==> config.mk <==
export PLATFORM = sky130hd
export DESIGN_NAME = mprj_io_cfg_loader
export DESIGN_NICKNAME = d
export VERILOG_FILES = /design/src/rtl/mprj_io_cfg_loader.sv
export SDC_FILE = /design/constraint.sdc
export NUM_CORES = 2
export LEC_CHECK = 0
export CAP_MARGIN = 30
export CORE_UTILIZATION = 40
export DETAILED_ROUTE_END_ITERATION = 6
export PLACE_DENSITY_LB_ADDON = 0.3
export SLEW_MARGIN = 10
export SYNTH_ARGS = -nofsm -noshare
export SYNTH_HDL_FRONTEND = slang
export SYNTH_SLANG_ARGS = --single-unit
==> constraint.sdc <==
create_clock -name clock -period 3.1 [get_ports clock]
set_input_delay 0.62 -clock clock [delete_from_list [all_inputs] [get_ports clock]]
set_output_delay 0.62 -clock clock [all_outputs]
set_load 0.02 [all_outputs]
==> src/rtl/mprj_io_cfg_loader.sv <==
// mprj_io_cfg_loader
//   Holds one CFG_BITS-wide configuration word per user pad and, on request,
//   shifts the whole set out through the serial pad-control chain. The
//   transfer is followed by a serial_load strobe and a one-cycle done pulse.
//
// Ports
//   clock, resetn            : single rising-edge clock, async active-low reset
//   cfg_we/cfg_addr/wdata    : per-pad write port (rejected while busy or out of range)
//   cfg_rdata                : combinational read of entry cfg_addr (0 when out of range)
//   start                    : one-cycle request to shift the chain (ignored unless idle)
//   busy, done, wr_err       : transfer status, end-of-transfer pulse, rejected-write pulse
//   serial_clock/data_out/load : pad chain drive
//   serial_data_in           : chain return, used only with READBACK_EN
//   rb_err                   : sticky readback mismatch (only with READBACK_EN)
//
// Optional feature macro: READBACK_EN
module mprj_io_cfg_loader #(
  parameter int                  NUM_PADS  = 38,
  parameter int                  CFG_BITS  = 13,
  parameter int                  CLK_DIV   = 2,
  parameter logic [CFG_BITS-1:0] CFG_RESET = 13'h0403
) (
  input  logic                        clock,
  input  logic                        resetn,
  input  logic                        cfg_we,
  input  logic [$clog2(NUM_PADS)-1:0] cfg_addr,
  input  logic [CFG_BITS-1:0]         cfg_wdata,
  output logic [CFG_BITS-1:0]         cfg_rdata,
  input  logic                        start,
  output logic                        busy,
  output logic                        done,
  output logic                        wr_err,
  output logic                        serial_clock,
  output logic                        serial_data_out,
  output logic                        serial_load,
  input  logic                        serial_data_in
`ifdef READBACK_EN
  ,
  output logic                        rb_err
`endif
);

  localparam int AW  = $clog2(NUM_PADS);
  localparam int TOT = NUM_PADS * CFG_BITS;
  localparam int BW  = $clog2(TOT + 1);
  localparam logic [AW:0]   NP       = (AW + 1)'(NUM_PADS);
  localparam logic [7:0]    PH_LAST  = 8'(CLK_DIV - 1);
  localparam logic [BW-1:0] BIT_LAST = BW'(TOT - 1);
  localparam logic [BW-1:0] BIT_ONE  = BW'(1);
`ifdef READBACK_EN
  localparam int            HALF     = TOT / 2;
  localparam logic [BW-1:0] HALF_IDX = BW'(HALF);
`endif

  typedef enum logic [1:0] {IDLE = 2'd0, SHIFT = 2'd1, LOAD = 2'd2, DONE = 2'd3} state_t;

  state_t              state_q, state_d;
  logic [CFG_BITS-1:0] cfg_q [NUM_PADS];
  logic [TOT-1:0]      sr_q, sr_d;
  logic [TOT-1:0]      flat;
  logic [7:0]          ph_q, ph_d;
  logic                half_q, half_d;
  logic [BW-1:0]       bit_q, bit_d;
  logic                busy_q, busy_d;
  logic                done_q, done_d;
  logic                wr_err_q, wr_err_d;
  logic                sclk_q, sclk_d;
  logic                sdo_q, sdo_d;
  logic                sload_q, sload_d;
  logic                addr_ok;
  logic                wr_ok;
`ifdef READBACK_EN
  logic                rb_err_q, rb_err_d;
`else
  logic                unused_sdi;
  assign unused_sdi = serial_data_in;
`endif

  assign addr_ok = ({1'b0, cfg_addr} < NP);
  // The state check closes the one-cycle window after start where busy is still low.
  assign wr_ok   = cfg_we && addr_ok && !busy_q && (state_q == IDLE);

  assign cfg_rdata       = addr_ok ? cfg_q[cfg_addr] : '0;
  assign busy            = busy_q;
  assign done            = done_q;
  assign wr_err          = wr_err_q;
  assign serial_clock    = sclk_q;
  assign serial_data_out = sdo_q;
  assign serial_load     = sload_q;
`ifdef READBACK_EN
  assign rb_err          = rb_err_q;
`endif

  // Pack the register file so pad NUM_PADS-1's MSB lands at the top of the shifter.
  always_comb begin
    flat = '0;
    for (int p = 0; p < NUM_PADS; p++) begin
      flat[p*CFG_BITS +: CFG_BITS] = cfg_q[p];
    end
  end

  // Per-pad configuration register file.
  always_ff @(posedge clock or negedge resetn) begin
    if (!resetn) begin
      for (int i = 0; i < NUM_PADS; i++) begin
        cfg_q[i] <= CFG_RESET;
      end
    end else if (wr_ok) begin
      cfg_q[cfg_addr] <= cfg_wdata;
    end
  end

  // Next-state, counters and registered-output values; outputs follow state by one cycle.
  always_comb begin
    state_d  = state_q;
    sr_d     = sr_q;
    ph_d     = ph_q;
    half_d   = half_q;
    bit_d    = bit_q;
    busy_d   = (state_q == SHIFT) || (state_q == LOAD);
    done_d   = (state_q == DONE);
    wr_err_d = cfg_we && !wr_ok;
    sclk_d   = (state_q == SHIFT) && half_q;
    sdo_d    = (state_q == SHIFT) ? sr_q[TOT-1] : 1'b0;
    sload_d  = (state_q == LOAD);
`ifdef READBACK_EN
    rb_err_d = rb_err_q;
`endif
    case (state_q)
      IDLE: begin
        if (start) begin
          state_d = SHIFT;
          sr_d    = flat;
          ph_d    = 8'd0;
          half_d  = 1'b0;
          bit_d   = '0;
`ifdef READBACK_EN
          rb_err_d = 1'b0;
`endif
        end else begin
          state_d = IDLE;
        end
      end
      SHIFT: begin
`ifdef READBACK_EN
        // Sample on the rising serial_clock edge. The shifter rotates, so the
        // bit sent HALF positions earlier now sits at index HALF-1.
        if (half_q && (ph_q == 8'd0) && (bit_q >= HALF_IDX) &&
            (serial_data_in != sr_q[HALF-1])) begin
          rb_err_d = 1'b1;
        end else begin
          rb_err_d = rb_err_q;
        end
`endif
        if (ph_q == PH_LAST) begin
          ph_d = 8'd0;
          if (!half_q) begin
            half_d = 1'b1;
          end else begin
            half_d = 1'b0;
            sr_d   = {sr_q[TOT-2:0], sr_q[TOT-1]};
            if (bit_q == BIT_LAST) begin
              state_d = LOAD;
            end else begin
              bit_d = bit_q + BIT_ONE;
            end
          end
        end else begin
          ph_d = ph_q + 8'd1;
        end
      end
      LOAD: begin
        if (ph_q == PH_LAST) begin
          ph_d    = 8'd0;
          state_d = DONE;
        end else begin
          ph_d = ph_q + 8'd1;
        end
      end
      DONE: begin
        state_d = IDLE;
      end
      default: begin
        state_d = IDLE;
      end
    endcase
  end

  // State, counters and registered outputs.
  always_ff @(posedge clock or negedge resetn) begin
    if (!resetn) begin
      state_q  <= IDLE;
      sr_q     <= '0;
      ph_q     <= 8'd0;
      half_q   <= 1'b0;
      bit_q    <= '0;
      busy_q   <= 1'b0;
      done_q   <= 1'b0;
      wr_err_q <= 1'b0;
      sclk_q   <= 1'b0;
      sdo_q    <= 1'b0;
      sload_q  <= 1'b0;
`ifdef READBACK_EN
      rb_err_q <= 1'b0;
`endif
    end else begin
      state_q  <= state_d;
      sr_q     <= sr_d;
      ph_q     <= ph_d;
      half_q   <= half_d;
      bit_q    <= bit_d;
      busy_q   <= busy_d;
      done_q   <= done_d;
      wr_err_q <= wr_err_d;
      sclk_q   <= sclk_d;
      sdo_q    <= sdo_d;
      sload_q  <= sload_d;
`ifdef READBACK_EN
      rb_err_q <= rb_err_d;
`endif
    end
  end

endmodule

# After elaboration in Yosys (flattened, before gate mapping)
# Cells that the tools add are included.
# totals
regBits	1014
input_bits	24
out_inout_bits	19
word_cells	114
# classes
add_sub_neg	2
n_lt_le_gt_ge	3
eq_ne	11
n_mux	30
bitwise_logic	1
reduce_logical	18
# op_table
cell	count
$mux 494	3
$pmux 494 s2	1
$bwmux 494	1
$bmux 13 s6	1
$demux 13 s6	1
$mux 13	4
$mux 9	4
$pmux 9 s2	1
$mux 8	2
$pmux 8 s2	1
$add 9x1->9 const B	1
$eq 9x9->1 const B	1
$add 8x1->8 const B	1
$eq 8x1->1 const B	1
$mux 2	4
$pmux 2 s4	1
$reduce_and 4->1	2
$ge 7x7->1 const B	1
$lt 7x1->1 const B	1
$not 6->7	1
$logic_and 1x1->1	6
$lt 6x6->1 const B	1
$ne 2x1->1 const B	3
$ne 2x2->1 const B	3
12 further kinds	19

# Longest topological paths before layout
# logic_depth
ltp_word	6
ltp_mapped	11
mapped_depth_nobuf	7

# Worst setup path after synthesis
# No wires, ideal clock.
# synth_timing
kind	input port to output port
start	input port cfg_addr[0]
end	output port cfg_rdata[12]
t_arrival_ns	2.521
required_time_ns	2.480
setup_slack_ns	-0.041
stages	7
path_buffers	5
cell_sequence	buf_2 buf_4 buf_2 buf_4 buf_2 a221oi_1 o311ai_0
# synth_between
elab_chain_cells	5
word_cells_on_any_way	6
cone_classes	1 x order compare; 4 x mux; 1 x bitwise
# synth_lines
element	line	source
from (decl)	26	input logic [$clog2(NUM_PADS)-1:0] cfg_addr,
$not 6->7 (implied by the code)	83	assign cfg_rdata = addr_ok ? cfg_q[cfg_addr] : '0;
$bmux 13 s6	83	
$mux 13 (implied by the code) (2 in a row)	83	
$mux 13 *	83	
to (decl)	28	output logic [CFG_BITS-1:0] cfg_rdata,
# Mark *: on every way between the ends. The rest lies on a longest branch, timed or not. The select of a mux whose other input is x is not followed.

# Worst setup path in the final report
# layout_timing
start	register cfg_q[56] in the netlist's numbering
end	output port cfg_rdata[4]
# layout_between
elab_chain_cells	4
# layout_lines
element	line	source
from (decl)	58	logic [CFG_BITS-1:0] cfg_q [NUM_PADS];
from (signal, indexed assignment)	109	cfg_q[cfg_addr] <= cfg_wdata;
$bmux 13 s6	83	
$mux 13 (implied by the code) (2 in a row)	83	
$mux 13	83	
# No other way between the ends. The select of a mux whose other input is x is not followed.

==> results.md <==
* Run status: finished with violations
* Failing checks: negative setup slack
* Critical path endpoint: cfg_rdata[4]
* FF-to-FF setup slack at between 0.5 and 0.6 ns
* Startpoint Class: flip-flop
* Final setup fails at 13
* I/O Pins at between 40 and 50
* Drt wl/cell at 24.70 microns
* Routed via count at approximately 32000
* Sequential fraction of the synthesis area at 0.5451
* Final hold viol count at 0
* GR Util All Layers at 0.2445
* Initial Utilization at 0.4034
* Worst setup margin at -0.4411 ns
* Slew headroom at 0.3851
* Async SR Flop Fraction at 1.000
* CTS tree: yes
* Clk sinks at 1014
* Peak supply drop at 0.0005057 V
* CP Max Fanout at 2
* Max Slew Vio Count at 0
* Nets at between 4000 and 5000
* Power Density at ~490 mW/mm^2
* Router iterations before antenna repair at 5
* First-pass GRT wire length at roughly 220000 microns
* FF+latch count, synth at approximately 1000
* Residual DRC at 0
* Root buf cell: clkbuf_16
* Fin area at around 0.056 sq mm
* Final ANT Viol Nets at 0
* Chip height at 344.1 microns
* CP Data Required Time at around 2.5 ns
* Die X at between 300 and 400 microns
* Max Cap Viol at 0
* Final min period at approximately 3.5 ns
* Core area at 0.1160 sq mm
* RR Startpoint: state_q[0]
* Routed Wire Length at around 140000 microns
* HP Class: input port to flip-flop
* Number of antenna violations at the first check in global routing at 11
* RR Endpoint: cfg_q[304]
* Count of cell types in the netlist at between 60 and 70
* First DRT Iteration DRCs at 2736
* Min-delay src: cfg_wdata[10]
* H-tree Lvls at 3
* Synthesized area per cell at 11.92 sq um
* Total grt overflow at 0
* Final Power at roughly 28 mW
* Syn Nets at 3961
* Post-place setup slack at -0.9994 ns
* Reg2Reg Depth at 8
* Synthesized area at about 0.047 sq mm
* Skew final at approximately 0.023 ns
* Ys Warns at 0
* Layout cells sized above 1 at 0.3391
* Fmax at ~280 MHz
* Crit path from: cfg_q[56]
* Final Util at 0.4859
* Via density at 5.559
* Clk_lat worst skew at around 0.73 ns
* Largest net degree at the start of global routing at between 100 and 150
* Number of global-route vias before repair at ~32000
* Worst-Margin Slew at just over 0.9 ns
* Detail Placement HPWL at 97270 microns
* Worst Setup End Kind: output port
* Post-synth EDFFs at 0
* I/O Buffers at ~40
* Kind of critical path: flip-flop to output port
* Die area at 0.1184 sq mm
* Arr. time, crit path at 2.92 ns
* RD Place Congestion at roughly 0.94
* Fillers at 10330
* Most used DFF post-synth: dfrtp_1
* CTS Buffer Depth at 3
* Row count at roughly 130
* Tcrit/Tclk final at 1.142
* Layout area overhead at 20.45%
* Clk slew on worst S/H paths at around 0.060 ns
* CTS buffer count at 110
* RSZ-0062 raised after global routing: yes
* P_leak at 28.14 nW
* Placed inst area at 0.05129 sq mm
* Cells after Synth at around 3900
==> logic make-up after synthesis <==
logic type | after synthesis | share of synthesized area
AO/OA/AOI/OAI | 721 | 0.08844
XOR/XNOR | 10 | 0.001871
adder cells (fa/ha/maj) | 9 | 0.002406
buffers and inverters | 336 | 0.03606
flip-flops | 1014 | 0.5451
multiplexers | 1106 | 0.2610
AND/OR/NAND/NOR | 732 | 0.06514
==> cell type report <==
class	count	area, sq um	share of cell area
multi-input combinational	2578	20360	0.3611
sequential	1014	25530	0.4528
clock buffer	174	3263	0.05787
antenna	1	2.502	0.00004438
tap	1524	1907	0.03382
timing repair buffer	472	4885	0.08663
inverter	9	38.79	0.0006879
clock inverter	35	396.6	0.007034
==> placed cells by master, fill, tap and decap left out, types with 10 or more instances in the layout <==
cell       Yosys  routed
buf_6         30      26
a221oi_1      64      39
mux2i_1      531     522
nand3_1       16      14
buf_2        142      12
mux4_2        38      38
a21oi_1       19      15
buf_8          0      10
o21ai_0      318     303
nor3_2         8      12
o22ai_1       16      10
o21ai_1      213     224
clkbuf_16      0     111
dfstp_2      114     114
nand2_1      561     557
dfrtp_1      900     886
buf_4          6     320
dfrtp_2        0      14
clkbuf_8       0      27
nor2_1        66      60
clkinv_2       0      18
mux2_2       537     533
nor3_1        19      12
a22oi_1       44      36
clkbuf_1     144      37
buf_12         0      89
a221oi_2       0      15
a221oi_4       0      10
nand4_1       11      11
==> cell usage after synthesis, drive strengths merged (3+ instances only) <==
cell type	n	area, sq um
a211oi	8	60.06
a21oi	19	95.09
a221o	4	40.04
a221oi	64	560.5
a22o	5	43.79
a22oi	44	330.3
a31oi	8	56.30
a32o	3	30.03
and2	7	43.79
and3	7	43.79
and3b	3	26.28
buf	182	1109
clkbuf	145	545.5
dfrtp	900	22520
dfstp	114	2995
ha	9	112.6
inv	8	30.03
mux2	537	6047
mux2i	531	5315
mux4	38	855.8
nand2	562	2112
nand2b	3	18.77
nand3	16	80.08
nand4	11	68.82
nor2	68	260.3
nor2b	10	62.56
nor3	27	175.2
nor3b	3	32.53
nor4	4	25.02
nor4b	3	41.29
o21ai	531	2658
o22ai	16	100.1
o2bb2ai	4	35.03
xnor2	7	61.31
xor2	3	26.28
==> how the worst min path moves through the flow <==
| stage | to | cells past startpoint |
|---|---|---|
| floorplan | bit_q[0] | 0 |
| global placement | sr_q[33] | 2 |
| detailed placement | sr_q[493] | 2 |
| CTS | cfg_q[114] | 2 |
| global route | cfg_q[114] | 2 |
| finish | cfg_q[88] | 2 |
==> worst max-delay path, stage by stage, from the launching register on <==
cell	delay, ns
dfrtp_2	0.45
mux4_2	0.48
a22oi_2	0.25
nor2_2	0.07
a221oi_2	0.28
buf_4	0.19
nand4_1	0.26
buf_6	0.24
==> through the flow <==
| step | hold WS [ns] | setup TNS (ns) | instances |
|---|---|---|---|
| final | 0.3543 | -2.323 | 5807 |
| after global routing | 0.3361 | -2.758 | 5806 |
| after CTS | 0.3175 | -2.050 | 5776 |
| after detailed placement | 0.4690 | -10.32 | 5536 |
| after global placement | 0.4603 | -10.08 | 5536 |
| after floorplan | 0.3244 | 0 | 3928 |
==> report_power, final <==
part,leakage (nW),switching (mW),internal [mW]
combinational,12.6,0.910,0.456
clock,1.80,5.56,7.73
sequential,13.7,0.000136,13.2
total,28.1,6.47,21.4
==> routing by layer <==
layer,share of wire,track usage,vias up
met5,0.00025,0,-
met4,0.036,0.08278,6
met3,0.058,0.03660,268
met2,0.46,0.3846,942
met1,0.45,0.3451,16500
li1,-,-,14560
==> state kept, by name, indices dropped and copies added (netlist names) <==
register / cells
bit_q: 9
busy: 1
cfg_q: 494
done: 1
half_q: 1
ph_q: 8
serial_clock: 1
serial_data_out: 1
serial_load: 1
sr_q: 494
state_q: 2
wr_err: 1
==> timing repair <==
item | CTS | global route
pin swaps | 37 | 35
endpoints found under the hold margin | 30 | 0
hold buffers | 1 | 0
gates resized for setup | 212 | 76
setup endpoints to repair | 13 | 13
setup buffers | 34 | 33
cloned | 1 | 1
Power figures use the tool's default switching activity.
